`config.mk`:
```
export PLATFORM = sky130hd
export DESIGN_NAME = sweep_seq
export DESIGN_NICKNAME = d
export VERILOG_FILES = /design/src/rtl/sweep_seq.sv
export SDC_FILE = /design/constraint.sdc
export NUM_CORES = 1
export LEC_CHECK = 0
export ABC_AREA = 1
export BUFFER_PORTS_ARGS = -buffer_cell sky130_fd_sc_hd__buf_2
export CAP_MARGIN = 5
export CORE_ASPECT_RATIO = 1.25
export CORE_MARGIN = 2
export CORE_UTILIZATION = 56
export DETAILED_ROUTE_END_ITERATION = 10
export PLACE_DENSITY = 0.79
export SETUP_SLACK_MARGIN = 0.2
export SLEW_MARGIN = 20
export SYNTH_ARGS = -nofsm -noshare
export SYNTH_HDL_FRONTEND = slang
export SYNTH_SLANG_ARGS = --single-unit
```
`constraint.sdc`:
```
create_clock -name clk_50m -period 6.7 [get_ports clk_50m]
set_input_delay 1.005 -clock clk_50m [delete_from_list [all_inputs] [get_ports clk_50m]]
set_output_delay 1.005 -clock clk_50m [all_outputs]
set_load 0.02 [all_outputs]
```
`src/rtl/sweep_seq.sv`:
```
// sweep_seq: steps the stimulus DDS through indices 0..IDX_MAX, settling and capturing one FFT per point.
// Optional build macro SWEEP_REPEAT_EN: wrap back to index 0 after the last point and sweep until abort.
module sweep_seq #(
    parameter int unsigned IDX_MAX     = 2751,
    parameter int unsigned IDX_STEP    = 1,
    parameter int unsigned SETTLE_CYC  = 149997,
    parameter int unsigned FFT_TIMEOUT = 200000,
    parameter int unsigned DDS_K       = 26844
) (
    input  logic        clk_50m,
    input  logic        rst,
    input  logic        start,
    input  logic        abort,
    input  logic        fft_done,
    output logic [15:0] freq_idx,
    output logic [31:0] dds_word,
    output logic        dds_load,
    output logic        fft_start,
    output logic        busy,
    output logic        done,
    output logic        timeout_err,
    output logic [11:0] miss_cnt
);

    localparam int unsigned CNT_MAX = (SETTLE_CYC > FFT_TIMEOUT) ? SETTLE_CYC : FFT_TIMEOUT;
    localparam int unsigned CNT_W   = $clog2(CNT_MAX + 1);
    localparam logic [CNT_W-1:0] SETTLE_LAST  = CNT_W'(SETTLE_CYC - 1);
    localparam logic [CNT_W-1:0] TIMEOUT_LAST = CNT_W'(FFT_TIMEOUT - 1);
    localparam logic [16:0]      STEP_W       = 17'(IDX_STEP);
    localparam logic [16:0]      MAX_W        = 17'(IDX_MAX);
    localparam logic [31:0]      DDS_K_W      = 32'(DDS_K);

    typedef enum logic [4:0] {
        IDLE    = 5'b00001,
        LOAD    = 5'b00010,
        SETTLE  = 5'b00100,
        CAPTURE = 5'b01000,
        NEXT    = 5'b10000
    } state_e;

    state_e           state_q, state_d;
    logic [CNT_W-1:0] cnt_q, cnt_d;
    logic [15:0]      freq_idx_q, freq_idx_d;
    logic [31:0]      dds_word_q, dds_word_d;
    logic             dds_load_q, dds_load_d;
    logic             fft_start_q, fft_start_d;
    logic             busy_q, busy_d;
    logic             done_q, done_d;
    logic             timeout_err_q, timeout_err_d;
    logic [11:0]      miss_cnt_q, miss_cnt_d;

    logic [16:0] idx_sum;
    logic        last_point;
    logic        settle_end;
    logic        timeout_end;

    // 17-bit sum so an index near the top of the 16-bit range cannot wrap past IDX_MAX.
    assign idx_sum     = {1'b0, freq_idx_q} + STEP_W;
    assign last_point  = idx_sum > MAX_W;
    assign settle_end  = cnt_q == SETTLE_LAST;
    assign timeout_end = cnt_q == TIMEOUT_LAST;

    // NOTE: sequential state uses non-blocking assignments so every flop samples pre-edge values.
    always_ff @(posedge clk_50m or posedge rst) begin
        if (rst) begin
            state_q       <= IDLE;
            cnt_q         <= '0;
            freq_idx_q    <= '0;
            dds_word_q    <= '0;
            dds_load_q    <= 1'b0;
            fft_start_q   <= 1'b0;
            busy_q        <= 1'b0;
            done_q        <= 1'b0;
            timeout_err_q <= 1'b0;
            miss_cnt_q    <= '0;
        end else begin
            state_q       <= state_d;
            cnt_q         <= cnt_d;
            freq_idx_q    <= freq_idx_d;
            dds_word_q    <= dds_word_d;
            dds_load_q    <= dds_load_d;
            fft_start_q   <= fft_start_d;
            busy_q        <= busy_d;
            done_q        <= done_d;
            timeout_err_q <= timeout_err_d;
            miss_cnt_q    <= miss_cnt_d;
        end
    end

    always_comb begin
        state_d = state_q;
        case (state_q)
            IDLE:    if (start && !abort) state_d = LOAD;
            LOAD:    state_d = SETTLE;
            SETTLE:  if (settle_end) state_d = CAPTURE;
            CAPTURE: if (fft_done || timeout_end) state_d = NEXT;
`ifdef SWEEP_REPEAT_EN
            NEXT:    state_d = LOAD;
`else
            NEXT:    state_d = last_point ? IDLE : LOAD;
`endif
            default: state_d = IDLE;
        endcase
        if (abort && state_q != IDLE) state_d = IDLE;
    end

    // NOTE: every output of this block gets a default first, so no path can infer a latch.
    always_comb begin
        cnt_d         = '0;
        freq_idx_d    = freq_idx_q;
        dds_word_d    = dds_word_q;
        timeout_err_d = timeout_err_q;
        miss_cnt_d    = miss_cnt_q;
        done_d        = 1'b0;

        if (state_d == state_q && (state_q == SETTLE || state_q == CAPTURE))
            cnt_d = cnt_q + CNT_W'(1);

        case (state_q)
            IDLE: if (state_d == LOAD) begin
                freq_idx_d    = '0;
                timeout_err_d = 1'b0;
                miss_cnt_d    = '0;
            end
            CAPTURE: if (state_d == NEXT && !fft_done) begin
                timeout_err_d = 1'b1;
                if (miss_cnt_q != 12'hfff) miss_cnt_d = miss_cnt_q + 12'd1;
            end
            NEXT: if (state_d == LOAD) begin
`ifdef SWEEP_REPEAT_EN
                if (last_point) begin
                    freq_idx_d = '0;
                    miss_cnt_d = '0;
                    done_d     = 1'b1;
                end else begin
                    freq_idx_d = idx_sum[15:0];
                end
`else
                freq_idx_d = idx_sum[15:0];
`endif
            end else if (state_d == IDLE && !abort) begin
                done_d = 1'b1;
            end
            default: ;
        endcase

        // The word is registered on entry to LOAD so it is stable while dds_load is high.
        if (state_d == LOAD) dds_word_d = 32'(freq_idx_d) * DDS_K_W;

        dds_load_d  = state_d == LOAD;
        fft_start_d = (state_d == CAPTURE) && (state_q != CAPTURE);
        busy_d      = state_d != IDLE;
    end

    assign freq_idx    = freq_idx_q;
    assign dds_word    = dds_word_q;
    assign dds_load    = dds_load_q;
    assign fft_start   = fft_start_q;
    assign busy        = busy_q;
    assign done        = done_q;
    assign timeout_err = timeout_err_q;
    assign miss_cnt    = miss_cnt_q;

endmodule

```
* Word-level counts from Yosys, hierarchy flattened
Cells that the tools add are included.
** Word-level totals
- Register bits :: 85
- Latch bits :: 0
- Memory bits (writable) :: 0
- ROM bits :: 0
- Input bits :: 5
- Output and inout bits :: 65
- Word-level logic and storage cells :: 67
- Memories :: 0
** Operators by class
- $add $sub $neg :: 3
- Multipliers :: 1
- Divide/modulo/power cells :: 0
- Order comparisons :: 1
- Equal/unequal tests :: 19
- Shift-type cells :: 0
- Multiplexer cells :: 20
- Bitwise gates (word level) :: 0
- Reduce and logical (&&, ||, !) cells :: 13
** Operators by type and width (number)
- 18-bit == test, second input constant :: 2
- 12-bit two-way mux :: 3
- 16-bit two-way mux :: 2
- 16-bit one-hot mux with 2 select lines :: 1
- 16-bit by 13-bit multiplier with 29-bit output, second input constant :: 1
- 5-bit one-hot mux with 5 select lines :: 1
- 12-bit one-hot mux with 2 select lines :: 1
- 5-bit two-way mux :: 4
- 18-bit by 1-bit adder with 18-bit output, second input constant :: 1
- 18-bit two-way mux :: 1
- 16-bit by 1-bit adder with 17-bit output, second input constant :: 1
- 17-bit by 12-bit greater-than comparator with 1-bit output, second input constant :: 1
- 12-bit by 1-bit adder with 12-bit output, second input constant :: 1
- 12-bit != test, second input constant :: 1
- 5-bit by 1-bit == test with 1-bit output, second input constant :: 2
- 5-bit by 2-bit == test with 1-bit output, second input constant :: 2
- 5-bit by 4-bit == test with 1-bit output, second input constant :: 2
- 5-bit == test, second input constant :: 2
- 5-bit by 1-bit != test with 1-bit output, second input constant :: 2
- 1-bit logical AND :: 6
- 5-bit by 3-bit == test with 1-bit output, second input constant :: 1
- 5-bit == test :: 1
- 1-bit two-way mux :: 5
- 5-bit by 4-bit != test with 1-bit output, second input constant :: 1
- 9 further kinds :: 12

* Logic depth before layout (Yosys ltp)
Gate-level depths: netlist of run 1.
- Word-level depth :: 10
- Mapped depth :: 45

* Least setup slack after synthesis of run 1
Ideal clock, no wire load.
- Path kind :: register -> register
- Start :: register freq_idx_q[1], in the netlist freq_idx[1]
- End :: register dds_word_q[23], in the netlist dds_word[23]
- Library setup time :: 0.127 ns
- Data arrival time :: 6.661 ns
- Required time :: 6.573 ns
- Path slack :: -0.088 ns
- Cell stages (with the launch flop) :: 38
- Clock period less this slack :: 6.788 ns
- Cell sequence :: dfrtp_1 -> ha_1 -> nand2_1 -> nor2_2 -> nand2_1 -> clkinv_1 -> nand2_2 -> nand2_1 -> nand2_1 -> nor2_1 -> nand3_1 -> nand3_2 -> nand3_4 -> buf_6 -> buf_2 -> ha_1 -> o221ai_1 -> ha_1 -> [... 2 more ...] -> ha_1 -> inv_1 -> fa_1 -> inv_1 -> fa_1 -> inv_1 -> fa_1 -> inv_1 -> ha_1 -> nand2_1 -> o21ai_0 -> a21oi_1 -> nand2_1 -> a31oi_1 -> o21ai_0 -> a31oi_1 -> xor2_1 -> o21ai_0
** On the way
- Word-level cells in the longest chain between the ends :: 9
- Elaborated cells between the ends (all ways) :: 10
** Ends and longest elaborated chain
- start, declared :: line 43 : logic [15:0] freq_idx_q, freq_idx_d;
- start signal, assigned :: line 79 : freq_idx_q <= freq_idx_d;
- 16-bit by 1-bit adder with 17-bit output * :: line 58 : assign idx_sum = {1'b0, freq_idx_q} + STEP_W;
- 17-bit by 12-bit greater-than comparator with 1-bit output * :: line 59 : assign last_point = idx_sum > MAX_W;
- 2-bit two-way mux * :: line 100 : NEXT: state_d = last_point ? IDLE : LOAD;
- 5-bit one-hot mux with 5 select lines * :: line 92 : case (state_q)
- 5-bit two-way mux * :: line 104 : if (abort && state_q != IDLE) state_d = IDLE;
- 5-bit by 2-bit == test with 1-bit output * :: line 120, 129
- 16-bit two-way mux, on equally long branches :: line 129, 120
- 16-bit one-hot mux with 2 select lines * :: line 119 : case (state_q)
- named net freq_idx_d[0] :: line 43
- 16-bit by 13-bit multiplier with 29-bit output * :: line 148 : if (state_d == LOAD) dds_word_d = 32'(freq_idx_d) * DDS_K_W;
- end signal, assigned :: line 80 : dds_word_q <= dds_word_d;
- end, declared :: line 44 : logic [31:0] dds_word_q, dds_word_d;
The timed path passes the listed nets; every way through them passes the cells marked *.
A chain may end at the register's enable or synchronous reset.

* Worst setup path after layout of run 1
- Start :: register freq_idx_q[0], in the netlist freq_idx[0]
- End :: register dds_word_q[30], in the netlist dds_word[30]
** On the way
- Word-level cells in the longest chain between the ends :: 9
- Elaborated cells between the ends (all ways) :: 10
** Ends and longest elaborated chain (line)
- 16-bit by 1-bit adder with 17-bit output * :: 58
- 17-bit by 12-bit greater-than comparator with 1-bit output :: 59
- 2-bit two-way mux :: 100
- 5-bit one-hot mux with 5 select lines :: 92
- 5-bit two-way mux :: 104
- 5-bit by 2-bit == test with 1-bit output :: 120, 129
- 16-bit two-way mux, on equally long branches :: 129, 120
- 16-bit one-hot mux with 2 select lines * :: 119
- named net freq_idx_d[1] :: 43
- 16-bit by 13-bit multiplier with 29-bit output * :: 148
Marked as above.

==> impl_metrics.csv, run 1 <==
group,metric,value,unit
final_layout,final_cell_count_no_fill,1358,
setup_path,cpLargestDelayFamily,"adder cells",
clocking,path_clk_slew,0.06,ns
floorplan,start_util,0.568,
drt,vias,7595,
setup_path,cp_max_fo,6,
global_routing,grt_max_degree,61,
final_layout,final_common_cell,"inv_1",
timing,hold_viol,0,
timing,fmax,151,MHz
setup_path,reg2reg_slack,0.08,ns
timing,tns,0,ns
synthesis,yosysTopAreaCell,"dfrtp_1",
synthesis,ys_types,52,
floorplan,num_rows,50,
setup_path,cp_slowest_cell,"fa_1",
setup_path,crit_top_cell,"nand2_2",
timing,drv_slew,0,
timing,min_period_over_period,0.989,
synthesis,synth-warning-count,0,
drt,dr.pass1.iters,7,
floorplan,chipHeight,141,um
drt,wl_per_cell,17.7,um
setup_path,critPathCaptureType,"flip-flop",
setup_path,critPathMaxStageDelay,0.54,ns
power_and_ir_drop,ir_drop,150,uV
timing,whs,0.467,ns
worst_hold_path,hold_path_depth,2,
power_and_ir_drop,p_leak,5.50,nW
setup_path,critical_path_class,"flip-flop to flip-flop",
worst_hold_path,min_path_type,"flip-flop to flip-flop",
global_routing,track_usage,0.253,
flow_run,drv_cap,0,
timing,fin_ws,0.0761,ns
clocking,cts.sinks,85,
setup_path,r2r_start,"freq_idx[0]",
clocking,tritoncts,"done",
place,gp_congestion,0.968,
setup_path,critPathLaunchType,"flip-flop",
setup_path,rr_worst_depth,40,
synthesis,synth_seq_cells,85,
power_and_ir_drop,power.density,169,nW/um2
clocking,root_buffer,"clkbuf_16",
timing,rsz0062_at_grt,"yes",
worst_hold_path,worstHoldStart,"timeout_err",
synthesis,syn_inst,1021,
drt,vias_per_cell,5.59,
floorplan,dieArea,16100,um2
setup_path,arrival,6.85,ns
clocking,clkLatencyLatePin,0.37,ns
timing,slew_headroom,0.435,
final_layout,antenna_cells,0,
place,portBuffers,66,
global_routing,overflow,0,
worst_hold_path,hold_path_end,"timeout_err",
drt,drtIter0Drc,481,
place,dp_cells,1303,
floorplan,ioPinCount,70,
clocking,cts.path.max_buffers,2,
timing,setup-violations-final,0,
final_layout,areaGrowthSynthToFinish,27.2,%
timing,finalCriticalPeriod,6.62,ns
timing,worst_pin_slew,0.847,ns
clocking,cts_made_buffers,9,
synthesis,synth_top_cell_area_share,0.249,
synthesis,netlist_top_cells_area,"dfrtp_1, fa_1, ha_1, inv_1, nand2_1",
global_routing,grt_pass1_vias,7295,
place,dp_hpwl,15700,um
final_layout,drive_above_1_share,0.311,
global_routing,grt_first_pass_wirelength,32500,um
synthesis,yosysSeqAreaShare,0.252,
drt,antenna_left,0,
global_routing,antenna_found_initial,0,
floorplan,die_x,114,um
synthesis,synth.avg_cell_area,8.28,um2
synthesis,synth_area,8460,um2
setup_path,r2r-end,"dds_word[30]",
setup_path,cp_num_buf_inv,9,
outcome,outcome,"finished, final reports clean",
place,dp_worst_setup_slack,-0.388,ns
floorplan,core,14900,um2
drt,wl,24000,um
drt,drc,0,
setup_path,critPathRequiredTime,6.93,ns
final_layout,layout.nets,1344,
final_layout,layout_common_cells,"inv_1, nand2_1, buf_4",
clocking,cts_hold_buf,0,
clocking,htreeDepth,3,
timing,fin_skew,0.0101,ns
final cells by class:
cell class | count | area (um2)
flip-flops and latches | 85 | 2140
multi-input cells | 672 | 6080
well taps | 182 | 228
repair buffers | 149 | 1010
clock buffers | 9 | 225
inverters | 254 | 980
fillers | 993 | 4130
clock inverters | 7 | 96.3
cells in the mapped netlist, drive strengths merged:
library cell,instances
or2,1
a22o,1
fa,70
a21boi,1
dfrtp,84
nand2,186
xnor2,20
a31oi,6
nand4,15
buf,11
o221ai,1
a221oi,1
nand3b,1
o22ai,1
dfstp,1
clkbuf,1
o2111ai,1
conb,1
o21ai,54
inv,253
nand3,43
xor2,19
o211ai,1
o21a,1
nor2,74
ha,98
nor4,9
nor3b,9
o21bai,1
nor3,16
a21oi,38
clkinv,1
a21o,1
power breakdown:
| part | internal [W] | switching, W |
|---|---|---|
| clock network | 0.000329 | 0.000228 |
| registers | 0.000548 | 0.0000276 |
| logic | 0.000251 | 0.000430 |
| total | 0.00113 | 0.000686 |
metrics by stage:
step	power [W]	cell area (um2)	utilization
after floorplan	0.000961	8500	-
after detailed placement	0.00111	9330	0.626
final	0.00181	10800	0.722
after CTS	0.00168	9860	0.662
after global placement	0.00109	9330	0.626
after global routing	0.00188	10800	0.722
registers in the layout (all words and copies together) (netlist names):
name	flops
fft_start	1
busy	1
timeout_err	1
done	1
freq_idx	16
miss_cnt	12
state_q	5
dds_word	29
dds_load	1
cnt_q	18
kinds of logic (layout without fill, tap and decap cells):
kind of cell | after synthesis | after routing | share of synthesized area
compound gates | 108 | 108 | 0.0732
xor+xnor | 39 | 39 | 0.0413
fa+ha+maj | 168 | 168 | 0.311
buf+inv | 266 | 419 | 0.122
flops | 85 | 85 | 0.252
other cells | 1 | 3 | 0.000443
simple gates | 354 | 354 | 0.201
worst register-to-register path: cells and delay by family, from the launching register on:
kind            cells  cell delay [ns]
fa+ha+maj           7             2.62
xor+xnor            1             0.11
compound gates      3             0.33
simple gates       20             2.01
flops               1             0.46
buf+inv             9             0.98
per-layer routing:
metal / part of all wire / GRT usage
met5: 0 / 0
met4: 0.063 / 0.113
met3: 0.045 / 0.0380
met2: 0.54 / 0.480
met1: 0.35 / 0.273
worst max-delay path by stage:
| stage | start | endpoint | slack, ns | cells after the start |
|---|---|---|---|---|
| 3_5_place_dp | abort | dds_word[29] | -0.39 | 26 |
| 6_report | freq_idx[0] | dds_word[30] | 0.08 | 40 |
| 5_1_grt | freq_idx[0] | dds_word[30] | -0.22 | 40 |
| 3_3_place_gp | abort | dds_word[29] | -0.38 | 26 |
| 2_1_floorplan | abort | dds_word[23] | 0.19 | 31 |
| 4_1_cts | freq_idx[1] | dds_word[29] | 0.17 | 39 |
timing repair:
item | CTS | global route
setup endpoints to repair | 10 | 14
pin swaps | 17 | 93
gates resized for setup | 29 | 167
buffers inserted | 10 | 28
gates cloned | 0 | 1
(Power assumes the default switching activity.)
==> inputs of run 2 (changes only) <==
==> constraint.sdc (replaced) <==
create_clock -name clk_50m -period 6 [get_ports clk_50m]
set_input_delay 0.9 -clock clk_50m [delete_from_list [all_inputs] [get_ports clk_50m]]
set_output_delay 0.9 -clock clk_50m [all_outputs]
set_load 0.02 [all_outputs]
==> impl_metrics.csv, run 2 (synthesis gave the netlist of run 1 again) <==
group,metric,value,unit
setup_path,arrival,6.81,ns
power_and_ir_drop,seqPwrFrac,0.303,
floorplan,die_x,114,um
global_routing,antenna_found_initial,0,
power_and_ir_drop,ir_drop,146,uV
outcome,violations,"negative setup slack",
power_and_ir_drop,p_leak,6.22,nW
setup_path,cp_max_fo,6,
clocking,tritoncts,"done",
timing,finalCriticalPeriod,6.53,ns
drt,met2WireLength,14500,um
clocking,cts_made_buffers,9,
timing,rsz0062_at_grt,"yes",
global_routing,grt_pass1_vias,8645,
timing,hold_viol,0,
timing,fin_ws,-0.529,ns
floorplan,core,14900,um2
drt,vias,8439,
floorplan,chipHeight,141,um
clocking,cts_hold_buf,0,
final_layout,layout_common_cells,"inv_1, buf_4, nand2_1",
drt,wl_per_cell,18.6,um
drt,drtIter0Drc,562,
final_layout,largest_reg_flops,29,
drt,drc,0,
power_and_ir_drop,power.density,176,nW/um2
setup_path,critPathMaxStageDelay,0.53,ns
clocking,clkLatencyLatePin,0.36,ns
final_layout,areaGrowthSynthToFinish,42.1,%
timing,min_period_over_period,1.09,
drt,wl_met1,9580,um
global_routing,grt_first_pass_wirelength,40500,um
clocking,root_buffer,"clkbuf_16",
timing,worst_pin_slew,0.937,ns
timing,tns,-6.04,ns
power_and_ir_drop,pwr-share-comb,0.406,
drt,met3_length,1540,um
floorplan,ioPinCount,70,
floorplan,start_util,0.568,
global_routing,overflow,0,
place,gp_congestion,0.920,
timing,fmax,153,MHz
final_layout,layout.nets,1477,
timing,slew_headroom,0.375,
final_layout,finalInstanceArea,12000,um2
place,placedInstanceArea,10700,um2
timing,fin_skew,0.00892,ns
timing,setup-violations-final,18,
final_layout,antenna_cells,0,
power_and_ir_drop,p_sw,0.000828,W
drt,wl,27700,um
drt,dr.pass1.iters,5,
global_routing,track_usage,0.319,
global_routing,grt_max_degree,46,
timing,drv_slew,0,
power_and_ir_drop,clock_power_share,0.291,
setup_path,cp_slowest_cell,"fa_1",
setup_path,critPathCaptureType,"flip-flop",
clocking,htreeDepth,3,
clocking,cts.path.max_buffers,2,
timing,whs,0.465,ns
setup_path,crit_top_cell,"nand2_2",
drt,highest_layer,"met4",
clocking,path_clk_slew,0.07,ns
place,portBuffers,66,
worst_hold_path,min_path_type,"flip-flop to flip-flop",
power_and_ir_drop,p_sw_frac,0.392,
setup_path,critical_path_class,"flip-flop to flip-flop",
setup_path,rr_worst_depth,41,
place,dp_hpwl,17700,um
setup_path,critPathRequiredTime,6.28,ns
flow_run,drv_cap,0,
clocking,cts.sinks,85,
floorplan,num_rows,50,
final_layout,final_common_cell,"inv_1",
floorplan,dieArea,16100,um2
final_layout,drive_above_1_share,0.401,
worst_hold_path,hold_path_depth,1,
setup_path,critPathLaunchType,"flip-flop",
outcome,outcome,"finished with violations",
drt,antenna_left,0,
power_and_ir_drop,intPower,0.00129,W
drt,vias_per_cell,5.66,
==> run 2: what timing repair did <==
item	in CTS	in global routing
endpoints found under the setup margin	18	23
buffers inserted	31	13
gates cloned	1	0
gates resized for setup	103	73
pin swaps	93	45
==> run 2: worst max-delay path: cells and delay by family (launching register included) <==
kind                     cells  cell delay (ns)
XOR/XNOR                     1             0.14
AND/OR/NAND/NOR             20             2.07
AO/OA/AOI/OAI                5             0.62
flip-flops                   1             0.46
adder cells (fa/ha/maj)      8             2.65
buffers and inverters        7             0.47
==> run 2: stage by stage <==
stage	setup slack, ns	instances	power, W	util
2_1_floorplan	-0.184	1023	0.00112	-
3_3_place_gp	-0.357	1430	0.00134	0.716
3_5_place_dp	-0.498	1430	0.00136	0.716
4_1_cts	-0.188	1478	0.00202	0.782
5_1_grt	-0.744	1491	0.00220	0.807
6_report	-0.529	1491	0.00211	0.807
==> run 2: final timing paths <==
path | to | start | slack [ns]
max | dds_word[30] | freq_idx[1] | -0.53
min | cnt_q[0] | cnt_q[0] | 0.47
max reg2reg | dds_word[30] | freq_idx[1] | -0.53
min reg2reg | cnt_q[0] | cnt_q[0] | 0.47
max in group asynchronous | freq_idx[7] | rst | 4.27
min in group asynchronous | cnt_q[14] | rst | 0.62
==> run 2: per-layer routing <==
metal	vias up	global-route usage
li1	3737	-
met2	428	0.601
met4	0	0.173
met3	171	0.0436
met5	-	0
met1	4103	0.340
==> run 2: final cells by class <==
type	count	area, um2
repair buffers	281	2050
clock buffers	9	225
flip-flops and latches	85	2140
well taps	182	228
inverters	254	972
clock inverters	7	90.1
fillers	834	2870
multi-input cells	673	6310
==> run 2: power by group through the flow <==
stage                     logic, W  clock network (W)  registers, W
final                     0.000857           0.000615      0.000641
after global routing      0.000920           0.000639      0.000645
after CTS                 0.000772           0.000615      0.000638
after detailed placement  0.000713                  0      0.000647
after global placement    0.000696                  0      0.000646
after floorplan           0.000436                  0      0.000685
